### config.mk
export PLATFORM = sky130hd
export DESIGN_NAME = vec_lsu
export DESIGN_NICKNAME = d
export VERILOG_FILES = /design/src/rtl/vec_lsu.sv
export SDC_FILE = /design/constraint.sdc
export NUM_CORES = 1
export LEC_CHECK = 0
export CORE_MARGIN = 1.5
export CORE_UTILIZATION = 50
export CTS_BUF_LIST = sky130_fd_sc_hd__clkbuf_4
export CTS_CLUSTER_SIZE = 8
export DETAILED_ROUTE_END_ITERATION = 16
export PLACE_DENSITY = 0.9
export SLEW_MARGIN = 30
export SYNTH_ARGS = -nofsm -noshare
export SYNTH_HDL_FRONTEND = slang
export SYNTH_SLANG_ARGS = --single-unit
### constraint.sdc
create_clock -name clk -period 5.9 [get_ports clk]
set_input_delay 1.77 -clock clk [delete_from_list [all_inputs] [get_ports clk]]
set_output_delay 1.77 -clock clk [all_outputs]
set_load 0.01 [all_outputs]
### src/rtl/vec_lsu.sv
// vec_lsu - vector load/store unit for single 64-bit elements.
//
// Sits between the decode/issue stage and the 64-bit vector register file.
// A load reads two little-endian 32-bit words (addr, addr+4) and writes them
// to the register file as {hi, lo}. A store writes the 64-bit operand as two
// 32-bit beats, low half first. Only one request is in flight at a time.
//
// Ports:
//   clk, rst_n            clock and asynchronous active-low reset
//   req_valid/req_ready   request handshake from issue (ready only when idle)
//   req_is_store          1 = store, 0 = load
//   req_addr              byte address, must be 8-byte aligned
//   req_vd                load destination register index
//   req_sdata             store data (register-file read port 2)
//   mem_req/mem_gnt       memory request handshake
//   mem_we                memory write enable
//   mem_addr              word address of the current beat
//   mem_wdata             store beat data
//   mem_rvalid/mem_rdata  response (read data or write ack) for oldest grant
//   vrf_wen/vrf_vd/vrf_wdata  register-file write port
//   done                  one-cycle completion pulse
//   err                   with done: request was misaligned and aborted
module vec_lsu #(
    parameter int ADDR_W = 32
) (
    input  logic              clk,
    input  logic              rst_n,
    input  logic              req_valid,
    output logic              req_ready,
    input  logic              req_is_store,
    input  logic [ADDR_W-1:0] req_addr,
    input  logic [4:0]        req_vd,
    input  logic [63:0]       req_sdata,
    output logic              mem_req,
    output logic              mem_we,
    output logic [ADDR_W-1:0] mem_addr,
    output logic [31:0]       mem_wdata,
    input  logic              mem_gnt,
    input  logic              mem_rvalid,
    input  logic [31:0]       mem_rdata,
    output logic              vrf_wen,
    output logic [4:0]        vrf_vd,
    output logic [63:0]       vrf_wdata,
    output logic              done,
    output logic              err
);

    typedef enum logic [2:0] {
        IDLE,
        REQ0,
        RSP0,
        REQ1,
        RSP1,
        FIN
    } state_t;

    state_t            state;
    state_t            stateNext;

    logic              isStore;
    logic [ADDR_W-1:0] addr;
    logic [4:0]        vd;
    logic [63:0]       sdata;
    logic [63:0]       buffer;
    logic              misaligned;
    logic              accept;
    logic              loadOk;

    assign accept = req_valid && (state == IDLE);

    // Request capture, state register and load-data buffering. The request
    // is latched once at accept so later input changes cannot disturb it.
    always_ff @(posedge clk or negedge rst_n) begin
        if (!rst_n) begin
            state      <= IDLE;
            isStore    <= 1'b0;
            addr       <= '0;
            vd         <= '0;
            sdata      <= '0;
            buffer     <= '0;
            misaligned <= 1'b0;
        end else begin
            state <= stateNext;
            if (accept) begin
                isStore    <= req_is_store;
                addr       <= req_addr;
                vd         <= req_vd;
                sdata      <= req_sdata;
                misaligned <= (req_addr[2:0] != 3'b000);
            end
            if (state == RSP0 && mem_rvalid && !isStore) begin
                buffer[31:0] <= mem_rdata;
            end
            if (state == RSP1 && mem_rvalid && !isStore) begin
                buffer[63:32] <= mem_rdata;
            end
        end
    end

    // Next-state logic. Misaligned requests skip memory entirely and go
    // straight to FIN so they still complete with a done/err pulse.
    always_comb begin
        stateNext = state;
        case (state)
            IDLE: begin
                if (req_valid) begin
                    stateNext = (req_addr[2:0] != 3'b000) ? FIN : REQ0;
                end
            end
            REQ0:    if (mem_gnt)    stateNext = RSP0;
            RSP0:    if (mem_rvalid) stateNext = REQ1;
            REQ1:    if (mem_gnt)    stateNext = RSP1;
            RSP1:    if (mem_rvalid) stateNext = FIN;
            FIN:     stateNext = IDLE;
            default: stateNext = IDLE;
        endcase
    end

    // A register write happens only for a successful load to a real
    // destination; v0 is hardwired to zero so its write is dropped.
    assign loadOk = !isStore && !misaligned && (vd != 5'd0);

    // Outputs depend only on the state and captured registers, never on
    // the memory inputs, so there is no combinational path through the unit.
    always_comb begin
        req_ready = 1'b0;
        mem_req   = 1'b0;
        mem_we    = 1'b0;
        mem_addr  = '0;
        mem_wdata = '0;
        vrf_wen   = 1'b0;
        vrf_vd    = '0;
        vrf_wdata = '0;
        done      = 1'b0;
        err       = 1'b0;
        case (state)
            IDLE: req_ready = 1'b1;
            REQ0: begin
                mem_req   = 1'b1;
                mem_we    = isStore;
                mem_addr  = addr;
                mem_wdata = sdata[31:0];
            end
            REQ1: begin
                mem_req   = 1'b1;
                mem_we    = isStore;
                mem_addr  = addr + ADDR_W'(4);
                mem_wdata = sdata[63:32];
            end
            FIN: begin
                done = 1'b1;
                err  = misaligned;
                if (loadOk) begin
                    vrf_wen   = 1'b1;
                    vrf_vd    = vd;
                    vrf_wdata = buffer;
                end
            end
            default: ;
        endcase
    end

endmodule

==> results.env, run 1 <==
RUN_STATUS='completed'
SYN_NETS=816
FP.COREAREA_UM2=15900
DRV_SLEW=0
SYNTH_ENABLE_FLOP_CELLS=0
CTS_HOLD_REPAIR.BUFFERS=0
DESIGN.DIE.AREA_UM2=17100
POWER.SEQUENTIAL.FRACTION_PCT=45.6
CLOCK_SINKS=170
FINALWORSTSETUPSLACK_NS=0.569
POWER.INTERNAL_uW=3140
SYNTH.AVG_CELL_AREA_UM2=12.1
YS_DOMINANT_REG_CELL='sky130_fd_sc_hd__dfrtp_1'
MET3_TRACK_DEMAND_OVER_RESOURCE_PCT=9.12
DIE_H_UM=131
FINAL_MIN_PERIOD_OVER_CLOCK_PERIOD_PCT=90.4
POSTCTSSETUPBUFFERS=0
CTS_RESIZED=0
CLK_ROOT_BUFFER_CELL='sky130_fd_sc_hd__clkbuf_4'
MOST_USED_STANDARD_CELL_BY_INSTANCE_COUNT_AFTER_SYNTHESIS='sky130_fd_sc_hd__dfrtp_1'
POWER_DENSITY_nW_PER_UM2=422
TYPE_OF_THE_MOST_CRITICAL_HOLD_PATH='reg -> reg'
CTS_HTREE_LEVELS=4
IOS=278
SYNTHDOMINANTAREACELLTYPE='sky130_fd_sc_hd__dfrtp_1'
SEQ_AREA_FRAC_SYNTH_PCT=52.0
YOSYS.CELL_TYPES.COUNT=41
GRT_SETUP_UNREPAIRED='no'
AVGROUTEDWIREPERCELL_UM=17.5
PLACED_INSTANCES=1136
POST_ROUTE_CELLS_DRIVE_ABOVE_1_SHARE_PCT=22.1
DIE_W_UM=131
GR-MAX-USAGE-LAYER='met2'
ROUTED-VIA-COUNT=6201
CTS_MAX_PATH_BUFFERS=2
WORST-PATH-MAX-FANOUT=24
ROUTABILITYCONGESTION=0.841
CP-END-KIND='primary output'
WORST_SETUP_PATH_START_KIND='flip-flop'
P_LEAK_uW=0.00458
POST_SYNTH_INST_COUNT=676
TIMING.FINAL.HOLD_VIOLATIONS=0
FINALSETUPTNS_NS=0
INSTANCES_NO_FILL=1168
GRT_FIRST_PASS_WIRELENGTH_MM=31.6
CORE.ROWCOUNT=46
COMBPWRFRAC_PCT=41.2
CTS.CLK_SLEW.WORST_PATHS_NS=0.13
SYN-CELL-AREA_UM2=8180
NET-SWITCHING-POWER_uW=1660
MAX-SLEW-MARGIN-REL_PCT=44.6
CP.ARRIVAL_NS=3.56
CTS_TREE='built'
GLOBALROUTEMET1UTIL_PCT=29.4
CTS_BUFFERS=17
N_ANTENNA_CELL=0
PORT_BUFFERS=277
FIRSTDRTPASSITERS=4
GRT_MAX_DEGREE=87
DP_SLACK_NS=1.18
REMAINING_ROUTING_DRC_VIOLATIONS=0
CLOCK_SKEW_NS=0.0199
FINALCRITICALPERIOD_NS=5.33
WORSTSETUPPATHTYPE='reg -> out'
HPWLAFTERDP_MM=15.1
FINAL_NET_COUNT=1079
SYNTH.TOP_CELLS.BY_AREA='sky130_fd_sc_hd__dfrtp_1, sky130_fd_sc_hd__mux2_2, sky130_fd_sc_hd__and2_1'
SYNTH.FF_LATCH_COUNT=170
MAX_CLOCK_FREQ_MHz=188
DRT-TOTAL-WL_MM=20.4
ANT_NETS=0
DRT_ITER0_MARKERS=289
DRV_CAP=0
GRT-OVFL-TOTAL=0
ASYNC_FLOP_SHARE_PCT=100
GRT_ANTENNA_BEFORE_REPAIR=0
WORST-SLEW-PIN-TRANSITION_NS=0.824
WORSTPATHREQUIRED_NS=4.13
SYN2LAYOUT_AREA_GROWTH_PCT=39.1
CLOCK_POWER_SHARE_PCT=13.1
YOSYSTOPAREACELLSHARE_PCT=52.0
FINAL_SETUP_VIOLATION_COUNT=0
IR_WORST_VDD_mV=0.256
SYNTH.YOSYS.WARNINGS=0
POWER_SWITCHING_SHARE_PCT=34.6
ROUTE.DETAILED.VIAS_PER_INST=5.31
GRT_PASS1_VIAS=6247
CLOCK_LATENCY_LATE_SINK_NS=0.57
START_UTIL_PCT=51.3
GLOBALROUTETOTALUTIL_PCT=24.2
SYNTH.TOP_CELLS.BY_COUNT='sky130_fd_sc_hd__dfrtp_1, sky130_fd_sc_hd__mux2_2, sky130_fd_sc_hd__and2_1, sky130_fd_sc_hd__nor2_1, sky130_fd_sc_hd__mux2i_1'
GRT_USE_MET2_PCT=40.8
placed cells by master (no fill, tap or decap), types with 8 or more instances in the layout:
cell / n
sky130_fd_sc_hd__a21oi_1: 16
sky130_fd_sc_hd__mux2_2: 163
sky130_fd_sc_hd__and2_1: 71
sky130_fd_sc_hd__buf_4: 8
sky130_fd_sc_hd__o21ai_0: 8
sky130_fd_sc_hd__nand2_1: 20
sky130_fd_sc_hd__nand4_1: 13
sky130_fd_sc_hd__nor2_1: 51
sky130_fd_sc_hd__o31ai_1: 11
sky130_fd_sc_hd__or4_1: 11
sky130_fd_sc_hd__dfrtp_1: 169
sky130_fd_sc_hd__mux2i_1: 35
sky130_fd_sc_hd__clkbuf_4: 18
sky130_fd_sc_hd__nand3_1: 9
sky130_fd_sc_hd__clkdlybuf4s50_1: 276
kinds of logic after synthesis:
group	synth area share (%)
AND/OR/NAND/NOR	14.0
XOR/XNOR	1.18
AO/OA/AOI/OAI	3.29
buffers and inverters	2.59
adder cells (fa/ha/maj)	0.153
flip-flops	52.0
multiplexers	26.7
state kept, by name, summed over array words and instances, names as in the netlist:
signal,count
buffer,64
isStore,1
sdata,64
addr,32
misaligned,1
vd,5
state,3
power groups by stage:
stage / clock [µW] / sequential (µW) / combinational, µW
after floorplan: 0 / 2030 / 1330
after global placement: 0 / 2190 / 1930
after detailed placement: 0 / 2220 / 1990
after CTS: 648 / 2190 / 2000
after global routing: 701 / 2280 / 2150
final: 630 / 2190 / 1980
worst max-delay path: stages, from the launching register on:
cell,delay [ns]
sky130_fd_sc_hd__dfrtp_2,0.81
sky130_fd_sc_hd__and4_1,0.43
sky130_fd_sc_hd__nand3_1,0.40
sky130_fd_sc_hd__or4_1,0.62
sky130_fd_sc_hd__a21oi_1,0.18
sky130_fd_sc_hd__clkdlybuf4s50_1,0.57
metal layers:
| layer | wire length, µm | vias to the layer above |
|---|---|---|
| li1 | - | 2922 |
| met4 | 318 | 0 |
| met5 | 0 | - |
| met3 | 1840 | 25 |
| met1 | 8280 | 3027 |
| met2 | 9950 | 227 |
area by class of cell:
| cell class | instances | area (µm²) |
|---|---|---|
| sequential | 170 | 4260 |
| timing repair buffer | 286 | 2850 |
| multi-input combinational | 458 | 3720 |
| fill | 1118 | 4570 |
| clock inverter | 14 | 123 |
| inverter | 6 | 22.5 |
| clock buffer | 18 | 135 |
| tap | 216 | 270 |
per-stage QoR:
stage                     instance area [µm²]  utilization (%)  total power [µW]  hold WS [ns]
final                                   11400             71.4              4800         0.511
after global routing                    11400             71.4              5130         0.523
after CTS                               11400             71.4              4840         0.517
after detailed placement                11100             69.7              4210         0.485
after global placement                  11100             69.7              4130         0.478
after floorplan                          8180                -              3360         0.470
worst paths after layout:
check | slack (ns) | start | depth (start not counted) | endpoint
min in group asynchronous | 1.23 | rst_n | 1 | buffer[26]
max in group asynchronous | 3.71 | rst_n | 2 | addr[9]
setup / recovery | 0.57 | state[1] | 5 | mem_addr[29]
setup reg to reg | 3.26 | state[1] | 4 | addr[25]
hold reg to reg | 0.51 | buffer[4] | 1 | buffer[4]
hold / removal | 0.51 | buffer[4] | 1 | buffer[4]
Power figures use the tool's default switching activity.
==> run 2: changes to the inputs <==
Settings changed: CORE_UTILIZATION 50 to 47, PLACE_DENSITY 0.9 to 0.85.
Clock period 5.9 ns to 5.6 ns, I/O delays scaled along.
==> results.env, run 2 (synthesis results as in run 1) <==
RUN_STATUS='completed'
ROUTED-VIA-COUNT=6245  # +0.71%
MIN_PATH_CELLS=1  # unchanged
DIE_H_UM=135  # +3.1%
ROUTE.DETAILED.VIAS_PER_INST=5.30  # -0.15%
CTS.CLK_SLEW.WORST_PATHS_NS=0.14  # about the same
GR-MAX-USAGE-LAYER='met2'
MAX_CLOCK_FREQ_MHz=205
CP.ARRIVAL_NS=3.21  # -0.35 ns
FINALWORSTSETUPSLACK_NS=0.715  # +0.146 ns
DRT-TOTAL-WL_MM=20.4  # +0.13%
FINALSETUPTNS_NS=0  # unchanged
FIN_UTIL_PCT=66.5  # -4.8 points
IR_WORST_VDD_mV=0.255  # -0.39%
POWER.INTERNAL_uW=3300  # +5.4%
GRT_FIRST_PASS_WIRELENGTH_MM=32.1  # +1.7%
CRITPATHSLOWESTCELL='sky130_fd_sc_hd__or4_1'
CTS_HTREE_LEVELS=4  # unchanged
COMBPWRFRAC_PCT=41.7  # +0.5 points
GRT_MAX_DEGREE=102  # +17%
SYN2LAYOUT_AREA_GROWTH_PCT=39.3
TYPE_OF_THE_MOST_CRITICAL_HOLD_PATH='reg -> reg'
FP.COREAREA_UM2=17100  # +7.4%
INSTANCES_NO_FILL=1178  # +0.86%
MAX-SLEW-MARGIN-REL_PCT=46.2  # +1.6 points
POST_ROUTE_CELLS_DRIVE_ABOVE_1_SHARE_PCT=22.1  # unchanged
WORST_HOLD_SLACK_NS=0.513  # +0.00175 ns
WORST-R2R-SETUP-SLACK_NS=2.78  # -0.48 ns
MOSTFREQUENTLAYOUTCELLS='sky130_fd_sc_hd__clkdlybuf4s50_1, sky130_fd_sc_hd__dfrtp_1, sky130_fd_sc_hd__mux2_2, sky130_fd_sc_hd__and2_1, sky130_fd_sc_hd__nor2_1'
TIMING.CRITICAL_PATH.SLOWEST_CELL_DELAY_NS=0.62  # -0.19 ns
CLOCK_SKEW_NS=0.0121  # -0.00779 ns
HPWLAFTERDP_MM=14.8  # -2.0%
GRT_ANTENNA_BEFORE_REPAIR=2  # +2
TIMING.FINAL.HOLD_VIOLATIONS=0  # unchanged
DESIGN.DIE.AREA_UM2=18200  # +6.2%
NET-SWITCHING-POWER_uW=1730  # +4.2%
PLACED_INSTANCES=1145  # +0.79%
BIGGESTREGSBYFLOPS='buffer x64, sdata x64, addr x32'
CTS_HOLD_REPAIR.BUFFERS=0  # unchanged
CRITICAL_PATH_BUF_INV_COUNT=1  # unchanged
POSTCTSSETUPBUFFERS=0  # unchanged
WORST-PATH-MAX-FANOUT=13  # -46%
FIRSTDRTPASSITERS=4  # unchanged
CLOCK_LATENCY_LATE_SINK_NS=0.55  # -0.02 ns
DP_SLACK_NS=1.32  # +0.134 ns
FINAL_NET_COUNT=1079  # unchanged
CTS_MAX_PATH_BUFFERS=2  # unchanged
DRV_SLEW=0  # unchanged
POWER_DENSITY_nW_PER_UM2=442  # +4.8%
CLOCK_SINKS=170  # unchanged
DRV_CAP=0  # unchanged
ANT_NETS=0  # unchanged
FINALCRITICALPERIOD_NS=4.89
CORE.ROWCOUNT=48  # +4.3%
MIN-DELAY-START='buffer[19]'
PORT_BUFFERS=277  # unchanged
FINAL_SETUP_VIOLATION_COUNT=0  # unchanged
REMAINING_ROUTING_DRC_VIOLATIONS=0  # unchanged
R2R_CELLS=5  # +1
POWER_SWITCHING_SHARE_PCT=34.4  # -0.24 points
WORSTSETUPPATHTYPE='reg -> out'
GRT-OVFL-TOTAL=0  # unchanged
WORST_R2R_ENDPOINT='addr[3]'
CRITICAL_PATH_CELL_BY_CELL='and4_1, nand3_1, or4_1, a21oi_1, clkdlybuf4s50_1'
AVGROUTEDWIREPERCELL_UM=17.3  # -0.72%
START_UTIL_PCT=47.8  # -3.5 points
MOSTFREQUENTLAYOUTCELL='sky130_fd_sc_hd__clkdlybuf4s50_1'
WORST_SETUP_PATH_START_KIND='flip-flop'
CTS_TREE='built'
CTS_BUFFERS=17  # unchanged
CP-END-KIND='primary output'
CLK_ROOT_BUFFER_CELL='sky130_fd_sc_hd__clkbuf_4'
DRT_ITER0_MARKERS=282  # -2.4%
CLOCK_POWER_SHARE_PCT=13.2  # about the same
WORST_HOLD_PATH.ENDPOINT='buffer[19]'
GRT_PASS1_VIAS=6411  # +2.6%
DIE_W_UM=135  # +3.1%
GRT_SETUP_UNREPAIRED='no'
P_LEAK_uW=0.00458  # +0.10%
IOS=278  # unchanged
GLOBALROUTETOTALUTIL_PCT=22.7  # -1.5 points
CRIT_FAMILY='simple AND/OR/NAND/NOR gates'
GLOBALROUTEMET1UTIL_PCT=26.6  # -2.8 points
MET3_TRACK_DEMAND_OVER_RESOURCE_PCT=8.90  # -0.22 points
GRT_USE_MET2_PCT=38.1  # -2.7 points
WORST-SLEW-PIN-TRANSITION_NS=0.800  # -0.0238 ns
FINAL_MIN_PERIOD_OVER_CLOCK_PERIOD_PCT=87.2
RR_STARTPOINT='state[1]'
ROUTABILITYCONGESTION=0.808  # -3.9%
POWER.SEQUENTIAL.FRACTION_PCT=45.1  # -0.5 points
CTS_RESIZED=0  # unchanged
WORSTPATHREQUIRED_NS=3.92  # -0.21 ns
## run 2: cell type report
class / instances / area, µm²
timing repair buffer: 286 / 2860
tap: 225 / 282
multi-input combinational: 458 / 3720
antenna: 1 / 2.50
clock buffer: 18 / 135
inverter: 6 / 22.5
clock inverter: 14 / 120
fill: 1348 / 5730
sequential: 170 / 4260
## run 2: layer usage
metal | vias up | part of all wire, %
li1 | 2940 | -
met1 | 3049 | 40
met2 | 221 | 49
met3 | 33 | 8.7
met4 | 2 | 2.0
met5 | - | 0.044
## run 2: worst reg2reg max path: cells and delay by family, from the launching register on
family                 cells  cell delay, ns
muxes                      1            0.40
DFF                        1            0.54
and+or+nand+nor            2            1.05
buffers and inverters      2            0.73
## run 2: how the worst max path moves through the flow
stage	cells past startpoint	startpoint	end	slack, ns
global route	5	state[1]	mem_addr[17]	0.53
floorplan	6	addr[2]	mem_addr[20]	1.95
finish	5	state[1]	mem_addr[17]	0.71
detailed placement	5	state[1]	mem_addr[17]	1.32
CTS	5	state[1]	mem_addr[17]	0.67
global placement	5	state[1]	mem_addr[17]	1.37
## run 2: metrics by stage
stage / total power (µW) / area (µm²)
floorplan: 3540 / 8180
global placement: 4330 / 11100
detailed placement: 4420 / 11100
CTS: 5080 / 11400
global route: 5380 / 11400
finish: 5040 / 11400
## run 2: power by group through the flow
stage / Clock, µW / Sequential, µW / Combinational [µW]
3_3_place_gp: 0 / 2260 / 2060
3_5_place_dp: 0 / 2300 / 2110
2_1_floorplan: 0 / 2140 / 1400
4_1_cts: 691 / 2270 / 2120
5_1_grt: 737 / 2360 / 2280
6_report: 666 / 2270 / 2100
==> run 3: changes to the inputs <==
Settings changed: CAP_MARGIN set to 20, CTS_CLUSTER_DIAMETER set to 100.
==> results of run 3 <==
Final layout, timing and power as in run 2 (identical DEF).
